$ cat src/rtl/wb_commit_order.sv
// rtl/wb_commit_order.sv - in-order writeback commit buffer with WAW squashing and narrow register-file drain
`ifndef AWIDTH
`define AWIDTH 5
`endif
`ifndef DWIDTH
`define DWIDTH 32
`endif

module wb_commit_order #(
  parameter int LANES  = 2,
  parameter int WPORTS = 1,
  parameter int DEPTH  = 4,
  parameter int AWIDTH = `AWIDTH,
  parameter int DWIDTH = `DWIDTH
) (
  input  logic                         clk,
  input  logic                         rst_n,
  input  logic                         co_i_flush,
  input  logic [LANES-1:0]             co_i_valid,
  input  logic [LANES-1:0]             co_i_we,
  input  logic [LANES*AWIDTH-1:0]      co_i_addr_rd,
  input  logic [LANES*DWIDTH-1:0]      co_i_data,
  output logic                         co_o_ready,
  output logic [WPORTS-1:0]            co_o_wb_en,
  output logic [WPORTS*AWIDTH-1:0]     co_o_wb_addr,
  output logic [WPORTS*DWIDTH-1:0]     co_o_wb_data,
  output logic [$clog2(DEPTH+1)-1:0]   co_o_count,
  output logic                         co_o_empty
);
  localparam int PW = (DEPTH > 1) ? $clog2(DEPTH) : 1;
  localparam int CW = $clog2(DEPTH+1);

  logic [AWIDTH-1:0]        r_mem_addr [DEPTH];
  logic [DWIDTH-1:0]        r_mem_data [DEPTH];
  logic [PW-1:0]            r_head, r_tail;
  logic [CW-1:0]            r_count;
  logic [WPORTS-1:0]        r_wb_en;
  logic [WPORTS*AWIDTH-1:0] r_wb_addr;
  logic [WPORTS*DWIDTH-1:0] r_wb_data;

  logic [LANES-1:0]         w_live, w_surv;
  logic [PW-1:0]            w_waddr [LANES];
  logic [PW-1:0]            w_ridx [WPORTS];
  logic [WPORTS-1:0]        w_take;
  logic [WPORTS-1:0]        w_nx_en;
  logic [WPORTS*AWIDTH-1:0] w_nx_addr;
  logic [WPORTS*DWIDTH-1:0] w_nx_data;
  logic [CW-1:0]            w_npush, w_npop;
  logic [PW-1:0]            w_head_next, w_tail_next;
  logic                     w_accept;
  int                       w_push_n;

  assign co_o_ready   = (DEPTH - int'(r_count)) >= LANES;
  assign w_accept     = co_o_ready & (|co_i_valid) & ~co_i_flush;
  assign co_o_count   = r_count;
  assign co_o_empty   = (r_count == '0);
  assign co_o_wb_en   = r_wb_en;
  assign co_o_wb_addr = r_wb_addr;
  assign co_o_wb_data = r_wb_data;

  // A live lane survives only if no younger live lane in the group targets the same register.
  always_comb begin
    w_live = '0;
    w_surv = '0;
    for (int i = 0; i < LANES; i++)
      w_live[i] = co_i_valid[i] & co_i_we[i] & (co_i_addr_rd[i*AWIDTH +: AWIDTH] != '0);
    for (int i = 0; i < LANES; i++) begin
      w_surv[i] = w_live[i];
      for (int j = 0; j < LANES; j++)
        if (j > i && w_live[j] &&
            co_i_addr_rd[j*AWIDTH +: AWIDTH] == co_i_addr_rd[i*AWIDTH +: AWIDTH])
          w_surv[i] = 1'b0;
    end
  end

  always_comb begin
    w_push_n = 0;
    for (int i = 0; i < LANES; i++) begin
      w_waddr[i] = PW'((int'(r_tail) + w_push_n) % DEPTH);
      if (w_surv[i]) w_push_n = w_push_n + 1;
    end
    w_npush     = w_accept ? CW'(w_push_n) : '0;
    w_npop      = co_i_flush ? '0 : ((32'(r_count) < WPORTS) ? r_count : CW'(WPORTS));
    w_tail_next = PW'((int'(r_tail) + int'(w_npush)) % DEPTH);
    w_head_next = PW'((int'(r_head) + int'(w_npop)) % DEPTH);
  end

  // Older port is disabled when a younger port in the same drain hits the same register.
  always_comb begin
    w_take    = '0;
    w_nx_en   = '0;
    w_nx_addr = '0;
    w_nx_data = '0;
    for (int k = 0; k < WPORTS; k++) begin
      w_ridx[k] = PW'((int'(r_head) + k) % DEPTH);
      w_take[k] = (k < int'(w_npop));
      if (w_take[k]) begin
        w_nx_addr[k*AWIDTH +: AWIDTH] = r_mem_addr[w_ridx[k]];
        w_nx_data[k*DWIDTH +: DWIDTH] = r_mem_data[w_ridx[k]];
      end
    end
    for (int k = 0; k < WPORTS; k++) begin
      w_nx_en[k] = w_take[k];
      for (int m = 0; m < WPORTS; m++)
        if (m > k && w_take[m] && w_take[k] &&
            r_mem_addr[w_ridx[m]] == r_mem_addr[w_ridx[k]])
          w_nx_en[k] = 1'b0;
    end
  end

  always_ff @(posedge clk) begin
    for (int i = 0; i < LANES; i++)
      if (w_accept && w_surv[i]) begin
        r_mem_addr[w_waddr[i]] <= co_i_addr_rd[i*AWIDTH +: AWIDTH];
        r_mem_data[w_waddr[i]] <= co_i_data[i*DWIDTH +: DWIDTH];
      end
  end

  always_ff @(posedge clk or negedge rst_n) begin
    if (!rst_n) begin
      r_head    <= '0;
      r_tail    <= '0;
      r_count   <= '0;
      r_wb_en   <= '0;
      r_wb_addr <= '0;
      r_wb_data <= '0;
    end else if (co_i_flush) begin
      r_head    <= '0;
      r_tail    <= '0;
      r_count   <= '0;
      r_wb_en   <= '0;
      r_wb_addr <= '0;
      r_wb_data <= '0;
    end else begin
      r_head    <= w_head_next;
      r_tail    <= w_tail_next;
      r_count   <= r_count + w_npush - w_npop;
      r_wb_en   <= w_nx_en;
      r_wb_addr <= w_nx_addr;
      r_wb_data <= w_nx_data;
    end
  end
endmodule
$ cat config.mk
export PLATFORM = sky130hd
export DESIGN_NAME = wb_commit_order
export DESIGN_NICKNAME = d
export VERILOG_FILES = /design/src/rtl/wb_commit_order.sv
export SDC_FILE = /design/constraint.sdc
export NUM_CORES = 1
export LEC_CHECK = 0
export CAP_MARGIN = 20
export CORE_MARGIN = 5
export CORE_UTILIZATION = 50
export DETAILED_ROUTE_END_ITERATION = 7
export GPL_TIMING_DRIVEN = 0
export HOLD_SLACK_MARGIN = 0.1
export MAX_ROUTING_LAYER = met4
export PLACE_DENSITY = 0.75
export SETUP_SLACK_MARGIN = 0.3
export SYNTH_ARGS = -nofsm -noshare
export SYNTH_HDL_FRONTEND = slang
export SYNTH_SLANG_ARGS = --single-unit
$ cat constraint.sdc
create_clock -name clk -period 3.4 [get_ports clk]
set_input_delay 0.51 -clock clk [delete_from_list [all_inputs] [get_ports clk]]
set_output_delay 0.51 -clock clk [all_outputs]
set_load 0.05 [all_outputs]
; ---- Word-level counts from Yosys, hierarchy flattened
; Memories as Yosys holds them, arrays and structs flattened.
; Index checks and enable logic that the tools add are counted.
[totals]
inputBits = 81
mem_count = 2
reg_bits = 45
output_inout_bits = 43
elab_cells = 51
mem_bits_rw = 148
[classes]
n_eq_ne = 1
n_mux = 18
add_sub_neg = 7
reduce_logical = 7
bitwise_logic = 7
n_lt_le_gt_ge = 3
[mem_list]
columns = name, depth, width, rd, rd_clocked_by_memory_dff, wr, line
row1 = r_mem_data, 4, 32, 1, 0, 2, 34  ; logic [DWIDTH-1:0] r_mem_data [DEPTH];
row2 = r_mem_addr, 4, 5, 1, 0, 2, 33  ; logic [AWIDTH-1:0] r_mem_addr [DEPTH];
[op_table]
columns = operator, n
row1 = $mux 32, 2
row2 = $mux 3, 5
row3 = $mux 5, 2
row4 = $reduce_bool 5->1, 2
row5 = $mux 1, 7
row6 = $and 1x1->1, 6
row7 = $eq 5x5->1, 1
row8 = $add 2x2->2, 2
row9 = $ge 4x3->1 const B, 1
row10 = $mux 2, 2
row11 = $sub 3x3->4 const A, 1
row12 = $add 3x3->3, 1
row13 = $logic_and 1x1->1, 3
row14 = $logic_not 3->1, 1
row15 = $lt 1x3->1 const A, 1
row16 = $lt 3x1->1 const B, 1
row17 = $sub 3x3->3, 1
row18 = $add 1x1->2 const B, 1
row19 = $add 2x1->2, 1
row20 = $reduce_or 2->1, 1
row21 = $not 1->1, 1

; ---- Longest topological paths before layout
; Gate-level depths: netlist of the first run.
[logic_depth]
word_depth = 11
mapped_depth = 16
mapped_depth_nobuf = 15

; ---- Least setup slack after synthesis of the first run
; OpenSTA, ideal clock, no wires.
[synth_path]
path_type = input to register
start = in co_i_addr_rd[6]
end = mem r_mem_addr[2][0] in the netlist's numbering (enable)
stages = 10
t_arrival_ns = 3.503
path_buffers = 2
setup_ns = 0.396
required_ns = 3.004
path_slack_ns = -0.498
path_cell_list = or4_4 -> o211ai_1 -> o21a_1 -> ha_1 -> nor4bb_1 -> nand2_1 -> nor3_2 -> buf_6 -> buf_6 -> a41o_1
[synth_rtl]
columns = element, line
row1 = from (decl), 21  ; input logic [LANES*AWIDTH-1:0] co_i_addr_rd,
row2 = to (decl), 33

; ---- Worst setup path after layout of the first run
[layout_path]
start = in co_i_addr_rd[7]
end = reg r_count[2], in the netlist co_o_count[2]
[layout_between]
elab_chain_cells = 11
elab_cells_between_ends = 12
classes_between = 3 x add/sub / 1 x eq/ne / 5 x mux / 1 x bitwise / 2 x reduce/logical
[layout_rtl]
columns = element, line
row1 = $reduce_bool 5->1, 66  ; w_live[i] = co_i_valid[i] & co_i_we[i] & (co_i_addr_rd[i*AWIDTH +: AWIDTH] != '0);
row2 = $and 1x1->1, 66
row3 = $logic_and 1x1->1, 70  ; if (j > i && w_live[j] &&
row4 = $mux 1, 70
row5 = $mux 1, 80  ; if (w_surv[i]) w_push_n = w_push_n + 1;
row6 = $add 1x1->2, 80
row7 = $mux 3 *, 80
row8 = $mux 3 *, 82  ; w_npush = w_accept ? CW'(w_push_n) : '0;
row9 = $add 3x3->3 *, 137  ; r_count <= r_count + w_npush - w_npop;
row10 = $sub 3x3->3 *, 137
row11 = $mux 3 *, 127  ; end else if (co_i_flush) begin
row12 = to (signal assigned), 137
row13 = to (decl), 36  ; logic [CW-1:0] r_count;
; Every way passes the cells marked *; elsewhere a longest branch is shown, timed or not.

==> flow_metrics.py, run 1 <==
metrics = {
    "power_and_ir_drop": {
        "p_comb_share_pct": 35.6,
        "cellLeakagePower_nw": 4.56,
        "power.switching_mw": 2.45,
        "seqPwrFrac_pct": 38.5,
        "p_int_mw": 5.21,
        "p_per_area_mw_per_mm2": 623,
        "irDropWorstVdd_uv": 422,
        "p_clk_share_pct": 26.0,
        "p_sw_share_pct": 32.0,
        "total_power_mw": 7.66,
    },
    "clock_network": {
        "cts_num_sinks": 193,
        "cts_tree": "yes",
        "worstSkewPairLatency_ns": 0.44,
        "htreeDepth": 4,
        "root_buffer": "clkbuf_16",
        "clk_pin_slew_worst_paths_ns": 0.07,
        "cts_buffer_depth": 2,
        "cts_made_buffers": 17,
    },
    "floorplan": {
        "ios": 124,
        "die_w_um": 147,
        "coreArea_mm2": 0.0186,
        "die_area_mm2": 0.0217,
        "die_h_um": 147,
        "start_util_pct": 50.6,
        "num_rows": 50,
    },
    "status": {
        "outcome": "completed",
    },
    "global_route": {
        "grt_use_total_pct": 21.4,
        "grt_start_max_net_pins": 28,
        "grt-ovfl-total": 0,
        "grt_antenna_before_repair": 0,
        "grt_pass1_wl_mm": 33.3,
        "first_global_vias": 5844,
    },
    "place": {
        "portBuffers": 123,
        "hpwl_mm": 13.1,
        "gp_congestion": 0.788,
        "dpl_cell_area_mm2": 0.0110,
    },
    "synthesis": {
        "yosysSeqAreaShare_pct": 59.1,
        "yosysTopAreaCell": "edfxtp_1",
        "netlist_instances": 519,
        "synth_edf_count": 148,
        "yosys-top-cells-area": "edfxtp_1 47%, mux2_4 12%, dfrtp_1 12%, mux4_2 8.8%, mux2_2 8.6%",
        "synth.distinct_cells": 38,
        "yosys_warnings": 0,
        "synth_compound_area_share_pct": 0.916,
        "synth_xor_area_share_pct": 1.11,
        "synth_nets": 611,
        "synth_top_area_share_pct": 47.1,
        "synth_top_family_by_area": "multiplexers",
        "yosys.area_share.simple_pct": 4.59,
        "ys.flop_type": "edfxtp_1",
        "synth_area_mm2": 0.00943,
        "synthAdderAreaFrac_pct": 1.62,
        "yosys-mux-area-fraction_pct": 29.5,
        "synth_seq_cells": 193,
        "async_reset_ff_share_pct": 23.3,
        "syn_area_per_cell_um2": 18.2,
    },
    "timing": {
        "fin_crit_ns": 3.04,
        "fmax_ghz": 0.329,
        "slew_viol_final": 0,
        "period_share_pct": 89.5,
        "setup_viol": 0,
        "worst_slew_pin_slew_ns": 0.777,
        "slew_headroom_pct": 48.2,
        "clock_skew_ns": 0.00867,
        "rsz0062_at_grt": "true",
        "final-hold-violation-count": 0,
    },
    "setup_path": {
        "cp.required_ns": 3.71,
        "cp.arrival_ns": 3.35,
        "crit_path_start_kind": "input pin",
        "endpoint_kind": "flop",
        "critPathMaxFanout": 6,
        "worstSetupPathType": "in2reg",
    },
    "finish": {
        "final_layout_size_suffix_gt1_share_pct": 43.9,
        "layout_commonest_cell": "edfxtp_1",
        "n_fill_cell": 1267,
        "mostFrequentLayoutCells": "148 x edfxtp_1, 110 x clkdlybuf4s50_1, 76 x mux2_4",
        "area_growth_pct": 30.5,
        "final_area_mm2": 0.0123,
        "fin_nets": 801,
        "diodes": 0,
    },
    "min_path": {
        "hold_path_class": "in2reg",
    },
    "drt": {
        "detail_route.wl_per_cell_um": 23.0,
        "wl_mm": 21.9,
        "drtIter0Drc": 419,
        "first_pass_iters": 5,
        "drt.antenna.violating_nets": 0,
        "route.vias.total": 5382,
        "drcViolationCount": 0,
        "avgViaCountPerCell": 5.63,
    },
    "flow_run": {
        "cap_violations": 0,
    },
}
[metrics by stage]
step	setup slack, ns	std cells	utilization, %	hold slack [ns]	TNS, ns
floorplan	0.162	519	-	0.214	0
global placement	-0.973	876	59.1	0.563	-172.76
detailed placement	-1.02	877	59.2	0.515	-186.56
CTS	0.169	933	64.4	0.584	0
global route	0.267	956	66.0	0.467	0
finish	0.356	956	66.0	0.481	0
[layer usage]
metal | vias to the layer above | GRT usage (%) | share of wire (%)
li1 | 2400 | - | -
met4 | 0 | 6.24 | 1.8
met3 | 32 | 4.63 | 5.8
met1 | 2764 | 26.3 | 41
met5 | - | - | 0
met2 | 186 | 35.9 | 51
[sequential cells by signal, indices dropped and copies added (netlist names)]
register and cells:
co_o_count 3, r_head 2, r_mem_data 128, r_mem_addr 20, co_o_wb_addr 5, co_o_wb_en 1
co_o_wb_data 32, r_tail 2
[power groups by stage]
stage	registers (mW)	clock network, mW	logic, mW
global placement	2.99	0	2.44
CTS	2.95	2.02	2.62
detailed placement	3.00	0	2.49
global route	2.97	2.13	2.90
finish	2.95	1.99	2.72
floorplan	3.52	0	1.15
[critical path: stages]
cell	delay, ns
clkbuf_2	0.13
or4_4	0.54
o211ai_1	0.19
o21a_2	0.16
ha_1	0.14
or4b_4	0.47
fa_1	0.49
fa_2	0.37
xnor2_2	0.17
xnor2_1	0.13
nor2_1	0.05
[cell usage after synthesis, types with 2 or more instances]
master    instances
a31oi_1           2
a41o_1            3
and2_1           38
buf_12            4
buf_2             8
buf_4             2
buf_6             8
clkbuf_1          9
dfrtp_1          45
edfxtp_1        148
fa_1              2
ha_1              9
inv_1             9
mux2_2           72
mux2_4           76
mux4_2           37
nand2_1           4
nor2_1            7
nor2b_1           4
nor3_2            2
nor4_2            2
o21a_1            2
xnor2_1          11
[worst paths after layout]
kind / start / to / cells past startpoint / slack, ns
min in group asynchronous: rst_n / co_o_wb_data[6] / 2 / 0.58
worst max-delay path: co_i_addr_rd[7] / co_o_count[2] / 11 / 0.36
worst max register to register: co_o_count[0] / co_o_count[2] / 16 / 0.44
worst min register to register: co_o_count[2] / co_o_count[2] / 2 / 0.59
worst min-delay path: co_i_addr_rd[7] / r_mem_addr[0][2] / 2 / 0.48
max in group asynchronous: rst_n / co_o_count[2] / 3 / 2.27
[area by class of cell]
| class | instances | area, um^2 | area share, % |
|---|---|---|---|
| Clock inverter | 12 | 133 | 1.08 |
| Buffer | 31 | 285 | 2.32 |
| Timing Repair Buffer | 167 | 1760 | 14.3 |
| Clock buffer | 20 | 457 | 3.71 |
| Inverter | 9 | 36.3 | 0.295 |
| Multi-Input combinational cell | 290 | 3760 | 30.6 |
| Tap cell | 234 | 293 | 2.38 |
| Sequential cell | 193 | 5570 | 45.3 |
[timing repair]
action / in CTS / in global routing
hold buffers: 1 / 0
gates resized for setup: 18 / 24
gates cloned: 4 / 0
setup endpoints to repair: 288 / 254
pin swaps: 6 / 9
endpoints found under the hold margin: 18 / 0
buffers inserted: 19 / 23
[kinds of logic after synthesis]
logic type,after synthesis
flip-flops,193
multiplexers,185
AND/OR/NAND/NOR,66
buffers and inverters,40
XOR/XNOR,12
adder cells (fa/ha/maj),11
AO/OA/AOI/OAI,11
other,1
Note: power is estimated with default switching activity, not from simulation.
==> run 2: changes to the inputs <==
CORE_MARGIN = not set   (was 5)
CORE_UTILIZATION = 25   (was 50)
PLACE_DENSITY = 0.43   (was 0.75)
==> run 2 against run 1 <==
  * Non-clock buffer count decreased by 15
  * Combinational power shrank 2%
  * Global-route usage down 6.8 points
  * Clock skew up 0.0070 ns
  * Critical endpoint unchanged
  * Highest routed layer unchanged
==> flow_metrics.py, run 2 (synthesis results as in run 1) <==
metrics = {
    "status": {
        "outcome": "completed",
    },
    "timing": {
        "hold_slack_ns": 0.152,
        "setup_tns_ns": 0,
        "rsz0062_at_grt": "true",
        "period_share_pct": 92.9,
        "setup_viol": 0,
        "final-hold-violation-count": 0,
        "fmax_ghz": 0.317,
        "slew_viol_final": 0,
        "slew_headroom_pct": 40.8,
        "worst_slew_pin_slew_ns": 0.889,
        "clock_skew_ns": 0.0156,
        "fin_crit_ns": 3.16,
    },
    "finish": {
        "largest_reg_flops": 128,
        "postLayoutCoreUtil_pct": 33.7,
        "mostFrequentLayoutCells": "148 x edfxtp_1, 109 x clkdlybuf4s50_1, 76 x mux2_4",
        "layout_commonest_cell": "edfxtp_1",
        "area_growth_pct": 31.6,
        "fin_nets": 784,
        "final_layout_size_suffix_gt1_share_pct": 42.3,
        "final_area_mm2": 0.0124,
    },
    "setup_path": {
        "crit_chain": "buf_12 > or4_4 > o211ai_1 > o21a_2 > ha_4 > or4b_4 > fa_1 > fa_2 > xnor2_2 > xnor2_1 > nor2_1",
        "worst_path_dominant_cell_family": "adder cells",
        "crit_end": "co_o_count[2]",
        "endpoint_kind": "flop",
        "cpPeakStageDelay_ns": 0.52,
        "crit_start": "co_i_addr_rd[6]",
        "crit_path_start_kind": "input pin",
        "cp.required_ns": 3.71,
        "reg2reg_depth": 10,
        "critical-path-slowest-cell": "or4_4",
        "critPathMaxFanout": 6,
        "cp.depth": 11,
        "r2r_slack_ns": 0.36,
        "cp.arrival_ns": 3.47,
        "rr_startpoint": "co_o_count[0]",
        "critPathBufInv": 1,
        "r2r_end": "co_o_count[2]",
        "worstSetupPathType": "in2reg",
    },
    "floorplan": {
        "ios": 124,
        "die_area_mm2": 0.0385,
        "coreArea_mm2": 0.0369,
        "start_util_pct": 25.6,
        "die_w_um": 196,
        "die_h_um": 196,
        "num_rows": 70,
    },
    "power_and_ir_drop": {
        "p_clk_share_pct": 25.7,
        "p_int_mw": 4.97,
        "power.switching_mw": 2.58,
        "irDropWorstVdd_uv": 297,
        "seqPwrFrac_pct": 39.0,
        "p_comb_share_pct": 35.4,
        "p_per_area_mw_per_mm2": 608,
        "cellLeakagePower_nw": 4.42,
        "p_sw_share_pct": 34.2,
    },
    "drt": {
        "first_pass_iters": 6,
        "drt.antenna.violating_nets": 0,
        "avgViaCountPerCell": 4.36,
        "drtIter0Drc": 197,
        "route.vias.total": 5279,
        "drcViolationCount": 0,
        "wl_mm": 26.2,
        "detail_route.wl_per_cell_um": 21.6,
    },
    "flow_run": {
        "cap_violations": 0,
    },
    "global_route": {
        "grt_antenna_before_repair": 2,
        "grt_use_total_pct": 14.6,
        "grt_start_max_net_pins": 46,
        "grt_pass1_wl_mm": 39.0,
        "first_global_vias": 5999,
        "grt-ovfl-total": 0,
    },
    "place": {
        "dpl_cell_area_mm2": 0.0114,
        "portBuffers": 123,
        "hpwl_mm": 16.1,
        "gp_congestion": 0.718,
    },
    "clock_network": {
        "root_buffer": "clkbuf_16",
        "cts_num_sinks": 193,
        "cts_tree": "yes",
        "htreeDepth": 4,
        "cts_hold_buf": 0,
        "clk_pin_slew_worst_paths_ns": 0.08,
        "cts_buffer_depth": 2,
        "worstSkewPairLatency_ns": 0.44,
        "cts_made_buffers": 17,
    },
    "min_path": {
        "hold_path_class": "in2async",
    },
}
[run 2: power by group through the flow]
| stage | logic, mW | registers (mW) | clock network, mW |
|---|---|---|---|
| global route | 2.85 | 2.97 | 2.09 |
| global placement | 2.54 | 2.99 | 0 |
| detailed placement | 2.56 | 3.00 | 0 |
| finish | 2.67 | 2.94 | 1.94 |
| CTS | 2.70 | 2.95 | 1.99 |
| floorplan | 1.15 | 3.52 | 0 |
[run 2: worst min-delay path by stage]
stage | end | slack [ns]
2_1_floorplan | co_o_count[0] | 0.21
3_3_place_gp | co_o_count[2] | 0.58
3_5_place_dp | co_o_count[2] | 0.58
4_1_cts | co_o_wb_data[4] | 0.18
5_1_grt | co_o_wb_data[4] | 0.20
6_report | co_o_wb_data[6] | 0.15
[run 2: area by class of cell]
type,instances,area (um^2)
clock buffers,17,425
clock inverters,15,123
diodes,2,5.00
repair buffers,152,1600
well taps,504,631
multi-input cells,288,3720
fillers,3554,24500
inverters,9,36.3
flip-flops and latches,193,5570
plain buffers,31,294
[run 2: routing by layer]
| metal | up-vias | track usage (%) | share of wire, % |
|---|---|---|---|
| met5 | - | - | 0 |
| met4 | 0 | 3.36 | 0.91 |
| met3 | 14 | 2.77 | 3.4 |
| met2 | 102 | 24.1 | 50 |
| met1 | 2807 | 18.4 | 45 |
| li1 | 2356 | - | - |
[run 2: timing repair]
item / in CTS / in global routing
setup buffers: 22 / 4
cloned: 2 / 1
pin swaps: 6 / 8
endpoints found under the setup margin: 299 / 241
gates resized for setup: 33 / 24
[run 2: per-stage QoR]
stage | cells | setup WS (ns) | power (mW)
global route | 1211 | 0.197 | 7.91
finish | 1211 | 0.241 | 7.55
CTS | 1204 | 0.241 | 7.64
detailed placement | 1148 | -1.13 | 5.56
floorplan | 519 | 0.162 | 4.67
global placement | 1146 | -1.24 | 5.53
==> patch 1 (flow settings as in run 2) <==
`LANES`: 2 -> 1.
--- a/src/rtl/wb_commit_order.sv
+++ b/src/rtl/wb_commit_order.sv
@@ -7,7 +7,7 @@
 `endif
 
 module wb_commit_order #(
-  parameter int LANES  = 2,
+  parameter int LANES  = 1,
   parameter int WPORTS = 1,
   parameter int DEPTH  = 4,
   parameter int AWIDTH = `AWIDTH,
Interface: changed (resized co_i_addr_rd, co_i_data, co_i_valid and co_i_we); port bits go from 124 to 85. The function was not compared with the original's and may differ.
==> patch 1 against run 2 <==
  * Routed wire length fell by 46%
  * Final area fell by 25%
  * Clock skew fell by 0.00078 ns
  * Global-route usage fell by 3.8 points
  * Largest cell class unchanged
  * Sequential cell count did not move
  * Total power fell by 7.9%
  * Worst setup slack improved by 0.20 ns
  * Fmax rose by 6.8%
  * Synthesized cell count fell by 38%
  * Count of clock-buffer cells in the layout rose by 2
  * Area after synthesis fell by 25%
==> patch 1: results <==
export IMPL_status="finished clean"
export IMPL_timing_hold_ws_ns=0.170
export IMPL_grt_pass1_vias=3667
export IMPL_antenna_found_initial=1
export IMPL_path_clk_slew_ns=0.07
export IMPL_r2r_cells=12
export IMPL_syn2layout_area_growth_pct=31.2
export IMPL_post_cts_resized=0
export IMPL_grt_start_max_net_pins=28
export IMPL_seq_area_frac_synth=0.788
export IMPL_dpl_instance_area_um2=8620
export IMPL_skew_ns=0.0149
export IMPL_stdcell_count=829
export IMPL_avgSynthCellArea_um2=22.0
export IMPL_drt_iter0_drc=150
export IMPL_reg2reg_slack_ns=0.49
export IMPL_via_count=3366
export IMPL_rr_startpoint="co_o_count[1]"
export IMPL_io_buffers=84
export IMPL_arrival_ns=3.24
export IMPL_firstDrtPassIters=4
export IMPL_vdd_ir_drop_max_v=0.000581
export IMPL_tightestPinTransition_ns=0.803
export IMPL_dp_cells=796
export IMPL_cts_setup_buffers=0
export IMPL_final_layout_size_suffix_gt1_frac=0.202
export IMPL_grt_usage=0.108
export IMPL_max_stage_delay_ns=0.64
export IMPL_p_leak_nw=3.18
export IMPL_grt_first_pass_wirelength_um=21700
export IMPL_wl_um=14100
export IMPL_slowest_stage="or4_1"
export IMPL_syn_num_nets=371
export IMPL_post_place_ws_ns=-0.121
export IMPL_yosys_top_cells_count="edfxtp_1, dfrtp_1, and2_1, mux4_2, mux4_1"
export IMPL_synthTopCellsByArea="edfxtp_1, dfrtp_1, mux4_2, and2_1, mux4_1"
## patch 1: cell count changes after synthesis, moves of 7 or more
cell     change
mux2_4      -76
mux2_2      -72
xnor2_1      -8
buf_6        -7
mux4_1       +7
mux4_2       -7
## patch 1: critical path, delay by kind of cell
kind	cells	cell delay, ns
xor+xnor	1	0.16
compound gates	1	0.40
simple gates	3	0.87
fa+ha+maj	3	0.72
buf+inv	3	0.59
## patch 1: power breakdown
part / leakage [nW] / switching, mW / internal [mW] / total (mW)
Sequential: 1.93 / 0.0750 / 2.75 / 2.83
Combinational: 0.930 / 1.16 / 0.811 / 1.97
Clock: 0.315 / 0.880 / 1.27 / 2.15
Total: 3.18 / 2.12 / 4.84 / 6.95
## patch 1: layout make-up
type | count | area share
diodes | 1 | 0.000270
plain buffers | 13 | 0.0119
clock buffers | 19 | 0.0478
clock inverters | 13 | 0.0213
inverters | 4 | 0.00162
multi-input cells | 112 | 0.155
flip-flops and latches | 193 | 0.601
well taps | 378 | 0.0510
repair buffers | 96 | 0.110
## patch 1: worst max-delay path by stage
stage / startpoint / to / slack [ns] / cells past startpoint
floorplan: co_o_count[0] / r_mem_addr[3][0] / 0.40 / 5
global placement: co_i_flush / r_mem_data[3][17] / -1.07 / 3
detailed placement: co_i_addr_rd[0] / co_o_count[2] / -0.12 / 11
CTS: co_i_addr_rd[0] / co_o_count[2] / 0.35 / 11
global route: co_i_addr_rd[0] / co_o_count[2] / 0.35 / 11
finish: co_i_addr_rd[0] / co_o_count[2] / 0.44 / 11
## patch 1: cell families (layout without fill, tap and decap cells)
group	count (synthesis)	in the layout	synth area share
xor gates and xnor gates	4	4	0.00496
and+or+nand+nor	59	59	0.0499
buffers and inverters	17	145	0.0177
adders and majority gates	7	7	0.0135
DFF	193	193	0.788
AOI/OAI and AO/OA	4	4	0.00389
other	1	2	0.000530
muxes	37	37	0.122
## patch 1: metal layers
layer / vias to the layer above / global-route usage / wire length, µm
li1: 1495 / - / -
met1: 1793 / 0.131 / 6280
met2: 66 / 0.173 / 7150
met3: 12 / 0.0330 / 553
met4: 0 / 0.0306 / 133
met5: - / - / 0
==> patch 2 (config.mk and constraints of run 2) <==
Without the edit above. Reset style: synchronous (`rst_n`), changed in one clocked block.
--- a/src/rtl/wb_commit_order.sv
+++ b/src/rtl/wb_commit_order.sv
@@ -116,7 +116,7 @@
       end
   end
 
-  always_ff @(posedge clk or negedge rst_n) begin
+  always_ff @(posedge clk) begin
     if (!rst_n) begin
       r_head    <= '0;
       r_tail    <= '0;
Behaviour: differs if rst_n is asserted again (counterexample within 4 cycles, from zero or initial values and one cycle with rst_n low); with rst_n held inactive, the same outputs for 4 cycles.
==> patch 2 against run 2 <==
  * Critical path depth increased by 3
  * Sequential cell count unchanged
  * Area after synthesis decreased by 2.3%
  * Worst setup slack improved by 0.034 ns
  * First-iteration DRC count increased by 38%
  * Routed wire length increased by 0.20%
  * Final area decreased by 0.11%
  * Hold slack improved by 0.23 ns
  * Count of clock-buffer cells in the layout increased by 3
  * Largest cell class unchanged
  * Highest routed layer unchanged
Power is not compared: it rests on default switching activity, and its combinational part moved more than twofold at a synthesized area within 25%.
==> patch 2: results <==
export IMPL_cp_top_family="simple AND/OR/NAND/NOR gates"
export IMPL_clkCellAreaFrac=0.0461
export IMPL_grt_first_pass_wirelength_um=37600
export IMPL_avgSynthCellArea_um2=17.4
export IMPL_syn_num_nets=621
export IMPL_synthArstFlopShare=0
export IMPL_dp_cells=1118
export IMPL_gp_congestion=0.737
export IMPL_nNonClkBuffers=193
export IMPL_arrival_ns=3.29
export IMPL_timing_hold_ws_ns=0.379
export IMPL_final_layout_size_suffix_gt1_frac=0.441
export IMPL_dpl_instance_area_um2=11300
export IMPL_rr_startpoint="co_o_count[0]"
export IMPL_drt_iter0_drc=271
export IMPL_max_stage_delay_ns=0.56
export IMPL_seq_area_um2=5350
export IMPL_viasPerCell=4.41
export IMPL_grt_start_max_net_pins=22
export IMPL_critPathLaunch="co_i_addr_rd[9]"
export IMPL_nClkBuffers=20
export IMPL_status="finished clean"
export IMPL_hold_class="in2reg"
export IMPL_dp_hpwl_um=16500
export IMPL_cp_max_fo=8
export IMPL_placementRows=69
export IMPL_r2r_cells=11
export IMPL_grt_usage=0.145
export IMPL_via_count=5254
export IMPL_seq_area_frac_synth=0.580
export IMPL_yosys_top_cells_count="edfxtp_1, mux2_4, mux2_2, dfxtp_1, nor2b_1"
export IMPL_wl_per_cell_um=22.0
export IMPL_grt_pass1_vias=5863
export IMPL_antenna_found_initial=4
export IMPL_synthTopCellsByArea="edfxtp_1, mux2_4, dfxtp_1, mux4_2, mux2_2"
export IMPL_firstDrtPassIters=4
export IMPL_nFillCells=3504
export IMPL_post_cts_resized=54
==> patch 2: layer usage <==
layer	up-vias	global-route usage	wire length (µm)
met4	0	0.0476	363
met1	2719	0.174	11800
met3	23	0.0289	853
li1	2408	-	-
met5	-	-	0
met2	104	0.245	13200
==> patch 2: power by group through the flow <==
stage,Sequential (mW),Clock (mW),Combinational [mW]
global placement,2.71,0,0.857
detailed placement,2.71,0,0.889
finish,2.66,2.02,0.949
floorplan,2.81,0,0.437
CTS,2.66,2.08,0.934
global route,2.66,2.17,1.01
==> patch 2: per-stage QoR <==
stage	TNS [ns]	worst slack, ns
global route	0	0.190
CTS	0	0.300
floorplan	0	0.0292
finish	0	0.274
detailed placement	-325.02	-1.56
global placement	-340.50	-1.67
==> patch 2: cell families after synthesis <==
kind of cell,count (synthesis),share of synthesized area
other,1,0.000407
buffers and inverters,38,0.0264
muxes,185,0.302
AOI/OAI and AO/OA,6,0.00489
DFF,193,0.580
and+or+nand+nor,83,0.0576
xor gates and xnor gates,12,0.0114
adders and majority gates,11,0.0166
